File: config.mk
export PLATFORM = sky130hd
export DESIGN_NAME = exec_seq
export DESIGN_NICKNAME = d
export VERILOG_FILES = /design/src/rtl/exec_seq_pkg.sv /design/src/rtl/exec_seq.sv
export SDC_FILE = /design/constraint.sdc
export NUM_CORES = 1
export LEC_CHECK = 0
export CORE_ASPECT_RATIO = 0.9
export CORE_UTILIZATION = 40
export CTS_CLUSTER_DIAMETER = 100
export CTS_CLUSTER_SIZE = 16
export DETAILED_ROUTE_END_ITERATION = 10
export GPL_TIMING_DRIVEN = 0
export PLACE_DENSITY = 0.89
export SLEW_MARGIN = 40
export SYNTH_ARGS = -nofsm -noshare
export SYNTH_HDL_FRONTEND = slang
export SYNTH_SLANG_ARGS = --single-unit
File: constraint.sdc
create_clock -name clk -period 5.6 [get_ports clk]
set_clock_uncertainty 0.1 [all_clocks]
set_input_delay 0.56 -clock clk [delete_from_list [all_inputs] [get_ports clk]]
set_output_delay 0.56 -clock clk [all_outputs]
set_load 0.02 [all_outputs]
File: src/rtl/exec_seq_pkg.sv
// Shared definitions for the exec_seq instruction sequencer.
//
// Holds the sequencer state enumeration, the two instruction encodings the
// sequencer recognises (EBREAK to stop, NOP as the reset instruction) and
// the fixed PC step between consecutive instructions.

package exec_seq_pkg;

   // The sequencer walks FETCH -> EXEC -> WB per instruction.
   // HALT and ERR are sticky until reset.
   typedef enum logic [2:0] {
      S_IDLE  = 3'd0,
      S_FETCH = 3'd1,
      S_EXEC  = 3'd2,
      S_WB    = 3'd3,
      S_HALT  = 3'd4,
      S_ERR   = 3'd5
   } state_e;

   // EBREAK stops the sequencer without being retired.
   localparam logic [31:0] EBREAK_INST = 32'h0010_0073;

   // addi x0,x0,0 is presented to the decoder after reset.
   localparam logic [31:0] NOP_INST    = 32'h0000_0013;

   // Fixed-length 32-bit instructions, so the PC always steps by four bytes.
   localparam logic [63:0] PC_INC      = 64'd4;

endpackage

File: src/rtl/exec_seq.sv
// exec_seq: multi-cycle instruction sequencer (FETCH -> EXEC -> WB).
//
// Parameters
//   RESET_PC       PC value loaded on reset
//   FETCH_TIMEOUT  FETCH cycles without imem_rvalid before entering ERR
//
// Ports
//   clk          single clock, rising edge
//   rst          synchronous active-high reset
//   start        pulse that leaves IDLE and begins fetching
//   imem_req     fetch request, high throughout FETCH
//   imem_addr    fetch address (current PC)
//   imem_rvalid  fetch data valid, only honoured in FETCH
//   imem_rdata   fetched instruction
//   inst_o       latched instruction for decoder / regfile / immediates
//   dec_wen      register write enable coming back from the decoder
//   rf_wen       gated register-file write enable, only in WB
//   pc_o         current PC
//   busy         high in FETCH, EXEC or WB
//   halt         high once an EBREAK was fetched
//   err          high once a fetch timed out
//   retire_cnt   retired instruction count
//
// Configuration macro
//   EXEC_SEQ_PERF_EN  when defined, retire_cnt counts WB cycles; otherwise
//                     it is tied to zero and no counter register exists.

module exec_seq
   import exec_seq_pkg::*;
#(
   parameter logic [63:0] RESET_PC      = 64'h8000_0000,
   parameter int          FETCH_TIMEOUT = 16
) (
   input  logic        clk,
   input  logic        rst,
   input  logic        start,
   output logic        imem_req,
   output logic [63:0] imem_addr,
   input  logic        imem_rvalid,
   input  logic [31:0] imem_rdata,
   output logic [31:0] inst_o,
   input  logic        dec_wen,
   output logic        rf_wen,
   output logic [63:0] pc_o,
   output logic        busy,
   output logic        halt,
   output logic        err,
   output logic [63:0] retire_cnt
);

   // Wide enough to hold FETCH_TIMEOUT itself, so the increment on the
   // final waiting cycle never overflows.
   localparam int WaitW = $clog2(FETCH_TIMEOUT + 1);
   localparam logic [WaitW-1:0] WaitLast = WaitW'(FETCH_TIMEOUT - 1);

   state_e           state_q, state_d;
   logic [63:0]      pc_q, pc_d;
   logic [31:0]      inst_q, inst_d;
   logic [WaitW-1:0] wait_q, wait_d;

   // Next-state and output decode. The wait counter is cleared whenever
   // FETCH is entered, so every fetch gets the full timeout budget. A
   // response arriving on the last allowed cycle wins over the timeout
   // because the rvalid branch is tested first. All outputs are forced low
   // while rst is high, which also keeps a WB cycle that coincides with
   // reset from writing the register file.
   always_comb begin
      state_d  = state_q;
      pc_d     = pc_q;
      inst_d   = inst_q;
      wait_d   = wait_q;
      imem_req = 1'b0;
      rf_wen   = 1'b0;
      busy     = 1'b0;
      halt     = 1'b0;
      err      = 1'b0;

      unique case (state_q)
         S_IDLE: begin
            if (start) begin
               state_d = S_FETCH;
               wait_d  = '0;
            end
         end
         S_FETCH: begin
            imem_req = 1'b1;
            busy     = 1'b1;
            if (imem_rvalid) begin
               inst_d  = imem_rdata;
               state_d = (imem_rdata == EBREAK_INST) ? S_HALT : S_EXEC;
            end else begin
               wait_d = wait_q + WaitW'(1);
               if (wait_q == WaitLast) begin
                  state_d = S_ERR;
               end
            end
         end
         S_EXEC: begin
            busy    = 1'b1;
            state_d = S_WB;
         end
         S_WB: begin
            busy    = 1'b1;
            rf_wen  = dec_wen;
            pc_d    = pc_q + PC_INC;
            wait_d  = '0;
            state_d = S_FETCH;
         end
         S_HALT: begin
            halt = 1'b1;
         end
         S_ERR: begin
            err = 1'b1;
         end
         default: begin
            state_d = S_IDLE;
         end
      endcase

      if (rst) begin
         imem_req = 1'b0;
         rf_wen   = 1'b0;
         busy     = 1'b0;
         halt     = 1'b0;
         err      = 1'b0;
      end
   end

   // State, PC, instruction latch and wait counter registers.
   always_ff @(posedge clk) begin
      if (rst) begin
         state_q <= S_IDLE;
         pc_q    <= RESET_PC;
         inst_q  <= NOP_INST;
         wait_q  <= '0;
      end else begin
         state_q <= state_d;
         pc_q    <= pc_d;
         inst_q  <= inst_d;
         wait_q  <= wait_d;
      end
   end

   assign imem_addr = pc_q;
   assign pc_o      = pc_q;
   assign inst_o    = inst_q;

`ifdef EXEC_SEQ_PERF_EN
   logic [63:0] retire_q;

   // Every WB cycle retires exactly one instruction; EBREAK never reaches
   // WB so it is not counted. The counter wraps naturally at 2^64.
   always_ff @(posedge clk) begin
      if (rst) begin
         retire_q <= '0;
      end else if (state_q == S_WB) begin
         retire_q <= retire_q + 64'd1;
      end
   end

   assign retire_cnt = retire_q;
`else
   assign retire_cnt = '0;
`endif

endmodule

=== Word level (Yosys, flattened, before mapping) ===
Index checks and enable logic that the tools add are counted.
W data, S select, Z words.

* Add/sub/neg operators: 2
* Eq/ne operators: 10
* Multiplexer cells: 18
* Bitwise operators: 1
* Reduce and logical (&&, ||, !) cells: 7

{| class="wikitable"
|+ Operators with widths
! cell !! count
|-
| $add A64 B3 Y64 const B || 1
|-
| $eq A32 B21 Y1 const B || 1
|-
| $pmux W3 S5 || 1
|-
| $pmux W5 S3 || 1
|-
| $mux W3 || 4
|-
| $mux W1 || 10
|-
| $mux W5 || 2
|-
| $eq A3 B2 Y1 const B || 2
|-
| $eq A3 B3 Y1 const B || 2
|-
| $reduce_and A3 Y1 || 2
|-
| $add A5 B1 Y5 const B || 1
|-
| $eq A5 B4 Y1 const B || 1
|-
| $ne A2 B2 Y1 const B || 2
|-
| $eq A3 B1 Y1 const B || 1
|-
| $logic_not A3 Y1 || 1
|-
| $ne A3 B3 Y1 const B || 1
|-
| $reduce_bool A3 Y1 || 1
|-
| $reduce_or A3 Y1 || 1
|-
| $reduce_and A2 Y1 || 1
|-
| $reduce_or A2 Y1 || 1
|-
| $not A1 Y1 || 1
|}

* Flip-flop bits (word level): 104
* Input bits: 37
* Logic and storage cells: 42

=== Logic depth before layout (Yosys ltp) ===
Gate-level depths: netlist of the first run.

* Word-level depth: 4
* Depth in mapped cells: 8

=== Least setup slack after synthesis of the first run ===
Ideal clock, no wire load.

* Path kind: input port to output port
* Start: input rst
* End: output busy
* Arrival: 1.603 ns
* Data required time: 4.940 ns
* Slack: 3.337 ns
* Stages: 4
* Cells stage by stage: clkbuf_1 > clkbuf_1 > buf_1 > nor3_1

* Word-level cells in the longest chain between the ends: 1

{| class="wikitable"
|+ Ends and longest elaborated chain
! element !! RTL line !! source
|-
| start: declaration || exec_seq.sv:35 || <nowiki>input logic rst,</nowiki>
|-
| $mux W1 || exec_seq.sv:120 || <nowiki>if (rst) begin</nowiki>
|-
| end: declaration || exec_seq.sv:45 || <nowiki>output logic busy,</nowiki>
|}

Every way passes these cells.

=== Final worst setup path of the first run ===
Ends and elaborated chain as after synthesis.

==> flow_summary.toml, run 1 <==
[floorplan]
ios = 266
initial_core_util_pct = 41.5
fp.dieW_um = 127
die_y_um = 114
core_um2 = 13500
rows = 40
die_area_um2 = 14500

[routing]
drt_drc_violations_left = 0
first_iter_violations = 455
wl_um = 16400
dr.pass1.iters = 7
drt-vias-per-instance = 4.94
vias = 5671
routedWlPerCell_um = 14.2
ant_nets = 0

[global_route]
antenna_found_initial = 0
grt.total_usage_pct = 22.2
gr-total-overflow = 0
grt_pass1_wl_um = 25900
grt_max_degree = 18
grt_pass1_vias = 5254

[timing]
fin_ws_ps = 2540
setup_viol = 0
fin_crit_ps = 3060
finalHoldViolations = 0
tns_ps = 0
final_max_slew_viol_count = 0
rsz0062_at_grt = "false"
worst_slew_pin_slew_ps = 834
hold_ws_ps = 355
fmax_mhz = 327
max_slew_margin_pct = 43.9
finalCritPeriodShare_pct = 54.7

[final_layout]
n_antenna_cell = 0
final_cell_area_um2 = 8380
nFillCells = 1167
mostFrequentLayoutCells = "clkdlybuf4s50_1 (196), buf_4 (131), dfxtp_1 (102)"
final_common_cell = "clkdlybuf4s50_1"
area_delta_synth_final_pct = 49.4
nNetsFinal = 1016
layout-drive-gt1-share_pct = 16.4

[placement]
gp_congestion = 0.843
numPortBuffers = 196
postPlaceCellArea_um2 = 8030
dp_slack_ps = 2520
dp_hpwl_um = 12600

[cts]
h-tree-depth = 3
cts_resized = 0
clock_sinks = 102
cts-root-buf = "clkbuf_16"
post-cts-setup-buffers = 0
path_clk_slew_ps = 70
clk_path_buf_depth = 2
hold_buffers = 0
cts_tree = "yes"
cts_buffers = 9
clk_latency_ps = 340

[min_path]
hold_class = "reg2reg"
hold-path-cell-count = 2
hp-start = "inst_o[23]"

[synth]
synth.top_cell.area_share_pct = 36.4
postSynth.asyncResetShare_pct = 0
yosysUniqueCellTypes = 48
yosys_warnings = 0
synthFlopType = "dfxtp_1"
synth.largest_area_cell = "dfxtp_1"
netlist_top_cells_area = "dfxtp_1 (36%), buf_4 (18%), nand2_1 (6.6%), a21oi_1 (4.8%), xor2_1 (4.4%)"
ys_ff_latch = 102
yosysSeqAreaShare_pct = 36.4
synth_cells = 702
syn_avg_cell_area_um2 = 7.99
synth_edf_count = 0
syn_area_um2 = 5610

[setup_path]
crit_cells = 5
worst_path_max_delay_cell = "clkdlybuf4s50_1"
cpMostUsedCell = "clkbuf_1"
critPathMaxFanout = 10
crit_type = "in2out"
reg2reg_depth = 6
path_delay_family = "buffers and inverters"
reg2reg_from = "imem_addr[6]"
path_buf_inv = 4
slowest_delay_ps = 560
worstPathArrival_ps = 2400
end_kind = "output pin"
crit_required_ps = 4940
start_kind = "input pin"
path_cells = "clkbuf_1, clkbuf_1, buf_1, nor3_1, clkdlybuf4s50_1"
crit_start = "rst"

[pwr]
vdd_ir_drop_max_v = 0.000148
p_total_mw = 1.68
power_density_nw_per_um2 = 200
leakage_nw = 3.34

[status]
outcome = "completed"

[job]
max-cap-violations = 0
## report_power, final
part	switching [mW]	internal (mW)	leakage (nW)
clock	0.281	0.439	0.166
sequential	0.00731	0.738	0.824
combinational	0.121	0.0929	2.35
total	0.409	1.27	3.34
## final timing paths
check                   to  slack [ps]
max                   busy        2540
max reg2reg  imem_addr[61]        2870
min             inst_o[23]         360
min reg2reg     inst_o[23]         360
## kinds of logic after synthesis
family	count (synthesis)	share of synthesized area [%]
simple gates	301	28.1
buf+inv	165	19.9
flops	102	36.4
compound gates	92	8.95
xor+xnor	36	5.62
fa+ha+maj	3	0.669
mux	2	0.357
other cells	1	0.0669
## metal layers
metal / global-route usage (%) / share of wire, %
met3: 5.14 / 6.2
met1: 27.9 / 43
met2: 38.6 / 50
met5: 0 / 0
met4: 5.00 / 0.83
## registers in the layout (all words and copies together) (netlist names)
name,cells
imem_addr,62
inst_o,32
wait_q,5
state_q,3
## through the flow
stage / std cells / utilization, %
final: 1149 / 62.0
after global routing: 1149 / 62.0
after CTS: 1149 / 62.0
after detailed placement: 1133 / 59.4
after global placement: 1133 / 59.4
after floorplan: 769 / -
## cell type report
class                           count  area [um2]  share of cell area, %
Multi-Input combinational cell    502        2700                   32.3
Tap cell                          168         210                   2.51
Buffer                            157        1080                   12.9
Sequential cell                   102        2040                   24.4
Timing Repair Buffer              196        1960                   23.4
Inverter                            8        30.0                  0.358
Clock buffer                        9         225                   2.69
Clock inverter                      7         120                   1.43
## tightest hold or removal path, delay by kind of cell, from the launching register on
kind / cells / cell delay, ps
DFF: 1 / 310
and+or+nand+nor: 1 / 50
AOI/OAI and AO/OA: 1 / 50
## cell usage after synthesis (9+ instances only)
cell,count
nand2_1,98
a21oi_1,54
or4_1,9
xor2_1,28
or3_1,17
buf_4,131
o21ai_0,23
nor2_1,57
nor4_1,15
and3_1,10
clkbuf_1,22
nand4_1,27
dfxtp_1,102
nand3_1,30
(Power assumes the default switching activity.)
==> run 2: changes to the inputs <==
Settings changed: CORE_UTILIZATION 40 to 38, PLACE_DENSITY 0.89 to 0.88.
Clock period 5.6 ns to 2.5 ns, I/O delays scaled along.
==> flow_summary.toml, run 2 (synthesized netlist as in run 1, its figures left out) <==
[status]
outcome = "completed"

[timing]
worst_slew_pin_slew_ps = 715
final_max_slew_viol_count = 0
rsz0062_at_grt = "true"
finalHoldViolations = 0
fmax_mhz = 417
hold_ws_ps = 352
fin_crit_ps = 2400
setup_viol = 0
max_slew_margin_pct = 51.9
finalCritPeriodShare_pct = 96.0

[global_route]
gr-total-overflow = 0
grt_pass1_vias = 5095
grt.total_usage_pct = 20.8
grt_max_degree = 17
grt_pass1_wl_um = 25100
antenna_found_initial = 0

[cts]
cts-root-buf = "clkbuf_16"
path_clk_slew_ps = 70
clk_latency_ps = 340
h-tree-depth = 3
cts_buffers = 9
cts_tree = "yes"
clock_sinks = 102
clk_path_buf_depth = 2

[setup_path]
slowest_delay_ps = 530
end_kind = "register"
crit_required_ps = 2660
path_buf_inv = 0
path_cells = "ha_1, nand4b_2, nor4_4, nand4_4, or4_1, a21oi_1"
worst_path_max_delay_cell = "or4_1"
path_delay_family = "simple AND/OR/NAND/NOR gates"
start_kind = "register"
crit_type = "reg2reg"
worstPathArrival_ps = 2560
critPathMaxFanout = 9

[placement]
place_inst = 1158
dp_hpwl_um = 12500
gp_congestion = 0.866
numPortBuffers = 196

[floorplan]
initial_core_util_pct = 39.5
rows = 41
die_area_um2 = 15300
core_um2 = 14200
ios = 266
die_y_um = 117
fp.dieW_um = 130

[routing]
wl_um = 16200
ant_nets = 0
drt_drc_violations_left = 0
first_iter_violations = 323
routedWlPerCell_um = 13.7
vias = 5627
dr.pass1.iters = 5
drt-vias-per-instance = 4.77

[final_layout]
mostFrequentLayoutCells = "clkdlybuf4s50_1 (195), buf_4 (138), dfxtp_1 (99)"
final_common_cell = "clkdlybuf4s50_1"
nNetsFinal = 1022
nFillCells = 1284
area_delta_synth_final_pct = 50.9
layout-drive-gt1-share_pct = 17.5
fin_cells = 1180
n_antenna_cell = 0
largest_reg_flops = 62

[pwr]
leakage_nw = 3.41
power_density_nw_per_um2 = 421
vdd_ir_drop_max_v = 0.000316

[min_path]
hold_class = "reg2reg"

[job]
max-cap-violations = 0
## run 2: timing repair
| action | CTS | global route |
|---|---|---|
| endpoints found under the setup margin | 11 | 19 |
| hold endpoints to repair | 0 | 0 |
| buffers inserted | 1 | 5 |
| hold buffers | 0 | 0 |
| pin swaps | 0 | 3 |
| resized for setup | 5 | 10 |
## run 2: path summary, 6_finish.rpt
check	startpoint	to	slack [ps]	cells after the start
setup / recovery	imem_addr[2]	imem_addr[62]	100	6
hold / removal	inst_o[14]	inst_o[14]	350	2
setup reg to reg	imem_addr[2]	imem_addr[62]	100	6
hold reg to reg	inst_o[14]	inst_o[14]	350	2
## run 2: report_power, final
| group | total (mW) | leakage (nW) | internal (mW) | switching (mW) |
|---|---|---|---|---|
| sequential | 1.67 | 0.826 | 1.65 | 0.0151 |
| clock | 1.42 | 0.146 | 0.805 | 0.612 |
| combinational | 0.477 | 2.44 | 0.208 | 0.269 |
## run 2: per-stage QoR
| step | setup TNS (ps) | setup slack [ps] | utilization [%] | power, mW | instance area (um2) |
|---|---|---|---|---|---|
| after floorplan | 0 | 266 | - | 2.02 | 5860 |
| after global placement | -175 | -119 | 56.7 | 2.17 | 8060 |
| after detailed placement | -251 | -127 | 56.7 | 2.18 | 8060 |
| after CTS | 0 | 17.1 | 59.1 | 3.58 | 8400 |
| after global routing | -162 | -82.0 | 59.5 | 3.70 | 8460 |
| final | 0 | 99.1 | 59.5 | 3.56 | 8460 |
## run 2: layer usage
metal / share of wire, % / track usage, % / up-vias
met5: 0 / 0 / -
met1: 42 / 25.5 / 2604
met2: 49 / 36.1 / 215
met3: 7.0 / 5.32 / 20
li1: - / - / 2788
met4: 1.6 / 6.05 / 0
## run 2: area by class of cell
cell class,instances,area [um2],area share [%]
Buffer,157,1090,12.9
Clock buffer,11,243,2.87
Clock inverter,5,56.3,0.665
Inverter,8,30.0,0.355
Multi-Input combinational cell,502,2750,32.5
Sequential cell,102,2050,24.2
Tap cell,193,241,2.85
Timing Repair Buffer,202,2010,23.7
## run 2: tightest hold or removal path: cells and delay by family (launching register included)
family	cells	cell delay [ps]
flip-flops	1	310
AND/OR/NAND/NOR	1	50
AO/OA/AOI/OAI	1	50
==> run 3: changes to the inputs <==
Settings changed: ABC_CLOCK_PERIOD_IN_PS set to 2500.
==> results of run 3 <==
Final layout, timing and power as in run 2 (identical DEF).
